**src/rtl/tdm_pkg.sv**
```systemverilog
// Shared types and constants for the four-channel TDM demultiplexer family.
package tdm_pkg;

  localparam int unsigned SLOT_W = 2;
  localparam int unsigned NUM_CH = 4;

  typedef logic [SLOT_W-1:0] slot_t;

  // Frame alignment state: hunting for a sync beat, or locked to frames.
  typedef enum logic [0:0] {
    StHunt = 1'b0,
    StLock = 1'b1
  } tdm_state_e;

endpackage

```
**src/rtl/demux1_4.sv**
```systemverilog
// Slot decoder: turns a 2-bit slot index plus a load qualifier into one-hot capture enables.
module demux1_4
  import tdm_pkg::*;
(
  input  logic [SLOT_W-1:0] sel,
  input  logic              load,
  output logic [NUM_CH-1:0] en
);

  // One enable per channel; all low when nothing is being loaded.
  always_comb begin
    en = '0;
    if (load) begin
      en[sel] = 1'b1;
    end
  end

endmodule

```
**src/rtl/tdm_demux4.sv**
```systemverilog
// Four-channel TDM receive demultiplexer. Locks to the sync-marked frame, collects slots 0..2
// in shadow registers and publishes all four channels together on the slot-3 beat.
module tdm_demux4
  import tdm_pkg::*;
#(
  parameter int unsigned WIDTH = 1
) (
  input  logic             clock,
  input  logic             reset,
  input  logic [WIDTH-1:0] din,
  input  logic             din_valid,
  input  logic             sync,
  output logic [WIDTH-1:0] y0,
  output logic [WIDTH-1:0] y1,
  output logic [WIDTH-1:0] y2,
  output logic [WIDTH-1:0] y3,
  output logic             frame_valid,
  output logic             locked,
  output logic             sync_err
);

  tdm_state_e        state_q, state_d;
  slot_t             slot_q, slot_d;
  logic              err_d;
  logic              cap_load;
  slot_t             cap_slot;
  logic [NUM_CH-1:0] cap_en;

  logic [WIDTH-1:0]  s0_q, s1_q, s2_q;
  logic [WIDTH-1:0]  y0_q, y1_q, y2_q, y3_q;
  logic              frame_valid_q;
  logic              sync_err_q;

  // Frame alignment: decide which slot (if any) this beat fills and where the counter goes.
  // A sync beat always restarts the frame at slot 0; it is only an error when it arrives early.
  always_comb begin
    state_d  = state_q;
    slot_d   = slot_q;
    err_d    = 1'b0;
    cap_load = 1'b0;
    cap_slot = '0;
    if (din_valid) begin
      unique case (state_q)
        StHunt: begin
          if (sync) begin
            cap_load = 1'b1;
            state_d  = StLock;
            slot_d   = slot_t'(1);
          end
        end
        StLock: begin
          if (sync) begin
            cap_load = 1'b1;
            slot_d   = slot_t'(1);
            err_d    = (slot_q != '0);
          end else if (slot_q == '0) begin
            // Expected sync never came: drop the beat and re-acquire.
            err_d   = 1'b1;
            state_d = StHunt;
            slot_d  = '0;
          end else begin
            cap_load = 1'b1;
            cap_slot = slot_q;
            slot_d   = slot_q + slot_t'(1);
          end
        end
        default: begin
          state_d = StHunt;
          slot_d  = '0;
        end
      endcase
    end
  end

  demux1_4 u_demux (
    .sel  (cap_slot),
    .load (cap_load),
    .en   (cap_en)
  );

  // State, shadow and output registers; the slot-3 capture publishes the whole frame at once.
  always_ff @(posedge clock) begin
    if (reset) begin
      state_q       <= StHunt;
      slot_q        <= '0;
      s0_q          <= '0;
      s1_q          <= '0;
      s2_q          <= '0;
      y0_q          <= '0;
      y1_q          <= '0;
      y2_q          <= '0;
      y3_q          <= '0;
      frame_valid_q <= 1'b0;
      sync_err_q    <= 1'b0;
    end else begin
      state_q       <= state_d;
      slot_q        <= slot_d;
      sync_err_q    <= err_d;
      frame_valid_q <= cap_en[3];
      if (cap_en[0]) s0_q <= din;
      if (cap_en[1]) s1_q <= din;
      if (cap_en[2]) s2_q <= din;
      if (cap_en[3]) begin
        y0_q <= s0_q;
        y1_q <= s1_q;
        y2_q <= s2_q;
        y3_q <= din;
      end
    end
  end

  assign y0          = y0_q;
  assign y1          = y1_q;
  assign y2          = y2_q;
  assign y3          = y3_q;
  assign frame_valid = frame_valid_q;
  assign sync_err    = sync_err_q;
  assign locked      = (state_q == StLock);

endmodule

```
**config.mk**
```make
export PLATFORM = sky130hd
export DESIGN_NAME = tdm_demux4
export DESIGN_NICKNAME = d
export VERILOG_FILES = /design/src/rtl/tdm_pkg.sv /design/src/rtl/demux1_4.sv /design/src/rtl/tdm_demux4.sv
export SDC_FILE = /design/constraint.sdc
export NUM_CORES = 1
export LEC_CHECK = 0
export ABC_AREA = 1
export ABC_CLOCK_PERIOD_IN_PS = 1450
export CORE_MARGIN = 5
export CORE_UTILIZATION = 42
export DETAILED_ROUTE_END_ITERATION = 8
export GPL_TIMING_DRIVEN = 0
export PLACE_DENSITY = 0.7
export SLEW_MARGIN = 20
export SYNTH_ARGS = -nofsm -noshare
export SYNTH_HDL_FRONTEND = slang
export SYNTH_SLANG_ARGS = --single-unit
```
**constraint.sdc**
```tcl
create_clock -name clock -period 1.45 [get_ports clock]
set_input_delay 0.145 -clock clock [delete_from_list [all_inputs] [get_ports clock]]
set_output_delay 0.145 -clock clock [all_outputs]
set_load 0.02 [all_outputs]
```
==> results.env <==
IOPINCOUNT=12
TIMING.CRITICAL_PATH.FROM_TYPE='register'
OVERFLOW=0
NETLIST_TOP_CELLS_AREA='dfxtp_1 (42%), nand2_1 (13%), nor2_1 (11%)'
CP-END-KIND='register'
WORST_HOLD_PATH.NUM_CELLS=2
DIE_WIDTH_UM=46.86
GRT_FIRST_PASS_WIRELENGTH_UM=1911
VDD_IR_DROP_MAX_V=0.0007324
DRCVIOLATIONCOUNT=0
FINAL_NET_COUNT=108
FLOORPLAN.CORE_AREA_UM2=1285
AVGROUTEDWIREPERCELL_UM=9.991
CLOCK_LATENCY_PS=270
WORSTHOLDSTART='s1_q'
CTS_BUFFERS=3
SETUP_VIOLATING_ENDPOINT_COUNT_IN_THE_FINAL_REPORT=0
SLOWEST_DELAY_PS=370
SYNTHDOMINANTAREACELLTYPE='dfxtp_1'
LAYOUT_WORST_PATH_CYCLE_SHARE=0.9387
WORST-ENDPOINT-REQUIRED_PS=1630
VIA_COUNT_OF_THE_FIRST_GLOBAL_ROUTING_PASS=465
SYNTH.AVG_CELL_AREA_UM2=7.132
YOSYSWARNINGCOUNT=0
FINAL.SETUP_SKEW_PS=3.693
CRITPATHARRIVALTIME_PS=1540
DESIGN.DIE.AREA_UM2=2195
LAYOUT.CELLS.MOST_COMMON='nand2_1'
LAYOUT-DRIVE-GT1-SHARE=0.2121
SYNTH_FP_NETS=88
HTREEDEPTH=1
SETUP.REG_TO_REG.WORST_SLACK_PS=90
NETLIST.AREA_LEADER.SHARE=0.4211
CLOCK_SINK_COUNT=12
SETUP_REPAIR_AFTER_GLOBAL_ROUTING_MISSED_ITS_MARGIN='yes'
ANTENNA_CELLS_INSERTED=0
NETLIST-CELL-TYPE-COUNT=14
CTS_ROOT_BUF='clkbuf_4'
NETLIST_AREA_UM2=570.5
CELLLEAKAGEPOWER_nW=0.3376
DETAILEDROUTE.FIRSTPASSITERATIONCOUNT=3
GLOBALPLACE.CONGESTION=0.8312
SYN-INSTANCE-COUNT=80
FINAL.SETUP.TNS_PS=0
END_POINT_OF_THE_WORST_HOLD_PATH='s1_q'
POWER.DENSITY_nW_PER_UM2=866.0
AREA_GROWTH_FROM_SYNTHESIS_TO_LAYOUT_PCT=41.01
SYNTH_SEQ_CELLS=12
CTS_TREE='yes'
WORST_SETUP_HOLD_PATH_CLK_SLEW_PS=80
DIE_Y_UM=46.86
PATH_CLASS='reg2reg'
MAXSLEWVIOLCOUNT=0
HPWL_UM=783.4
GR-USAGE-ALL-LAYERS=0.1246
TIMING.RR.START='slot_q[1]'
INITIAL_CORE_UTIL=0.4440
OUTCOME='completed'
RELSLEWSLACK=0.8387
CRIT_CHAIN='inv_4 > ha_4 > ha_4 > nand2_2 > nand2_4 > nor2_4 > nand2_1 > nand2_1 > nor2_1'
WORST_PIN_SLEW_PS=239.4
VIAS_PER_CELL=4.579
CTS_HOLD_BUFFERS=0
PLACE.PORT_BUFFERS=11
CRIT_PATH_TOP_DELAY_CELL='dfxtp_4'
DRT.ANTENNA.VIOLATING_NETS=0
FINAL_CELL_MIX='nand2_1 (19), nor2_1 (15), inv_1 (10), dfxtp_1 (10), clkdlybuf4s50_1 (10)'
YOSYSSEQAREASHARE=0.4211
CAP_VIOL_MAX_COUNT=0
ROUTE.VIAS.TOTAL=522
TIMING.REG2REG.WORST_PATH_DEPTH=9
CRIT_FANOUT=8
MAXCLOCKFREQUENCY_MHz=734.7
FINALWIRELENGTH_UM=1139
CTS_BUFFER_DEPTH=2
CRIT_PATH_TIME_FINAL_PS=1361
REG2REG_TO='y0'
ANTENNA_VIOLATIONS_BEFORE_REPAIR=0
PLACEMENT_ROWS=13
HOLD_PATH.CLASS='reg2reg'
FINALHOLDVIOLATIONS=0
LARGEST_NET_DEGREE_AT_THE_START_OF_GLOBAL_ROUTING=9
FIRST_ITER_VIOLATIONS=6
LAYOUT.CORE_UTILIZATION=0.6261
-- what timing repair did --
action,in CTS,in global routing
buffers inserted,0,4
setup endpoints to repair,8,7
gates resized for setup,6,8
pin swaps,1,4
-- cell families after synthesis --
logic type                 share of synthesized area
AOI/OAI and AO/OA                            0.04823
and+or+nand+nor                               0.3860
buffers and inverters                        0.07894
adders and majority gates                    0.06580
DFF                                           0.4211
-- per-layer routing --
| layer | wire [µm] | vias to the layer above | track usage |
|---|---|---|---|
| li1 | - | 284 | - |
| met1 | 540 | 227 | 0.1478 |
| met2 | 525 | 9 | 0.1951 |
| met3 | 69 | 2 | 0.05747 |
| met4 | 4 | 0 | 0.04972 |
| met5 | 0 | - | 0 |
-- synth_stat cells --
master / number
nor2_4: 2
nor2_1: 16
o211ai_1: 1
a21oi_1: 3
nand2_2: 1
nand2_1: 20
ha_1: 3
nand3_2: 1
nor3_1: 2
inv_1: 12
dfxtp_1: 12
nand3_1: 5
nand2_4: 1
o21ai_0: 1
-- worst max-delay path by stage --
stage	start	endpoint	slack, ps	depth (start not counted)
2_1_floorplan	slot_q[1]	y0	20	9
3_3_place_gp	sync	y0	-170	9
3_5_place_dp	sync	y0	-170	9
4_1_cts	slot_q[1]	y0	1	9
5_1_grt	locked	y1	-9	7
6_report	slot_q[1]	y0	90	9
-- per-stage QoR --
stage / instances / hold slack, ps / setup slack (ps) / cell area, µm² / total power, mW
after floorplan: 80 / 214.1 / 22.53 / 570.5 / 0.3947
after global placement: 106 / 463.0 / -165.1 / 699.4 / 0.4228
after detailed placement: 106 / 471.9 / -169.3 / 699.4 / 0.4240
after CTS: 110 / 487.8 / 1.198 / 745.7 / 0.6869
after global routing: 114 / 512.0 / -8.545 / 804.5 / 0.7300
final: 114 / 483.9 / 88.86 / 804.5 / 0.6967
-- area by class of cell --
type	instances	area, µm²
clock buffer	4	36.28
fill	123	480.5
inverter	12	50.05
multi-input combinational	56	315.3
sequential	12	245.2
tap	15	18.77
timing repair buffer	15	138.9
-- state kept, by name (all words and copies together) (netlist names) --
name / flops
y1: 1
y0: 1
s0_q: 1
s2_q: 1
slot_q: 2
sync_err: 1
locked: 1
y2: 1
y3: 1
s1_q: 1
frame_valid: 1
-- critical path, delay by kind of cell (launching register included) --
kind / cells / cell delay [ps]
DFF: 1 / 370
adders and majority gates: 2 / 320
and+or+nand+nor: 6 / 530
buffers and inverters: 1 / 40
-- power breakdown --
group,switching (mW),total [mW],leakage (nW),internal [mW]
Sequential,0.00727,0.343,0.0984,0.335
Combinational,0.0485,0.0872,0.218,0.0388
Clock,0.114,0.267,0.0210,0.153
Total,0.170,0.697,0.338,0.527
Power figures use the tool's default switching activity.
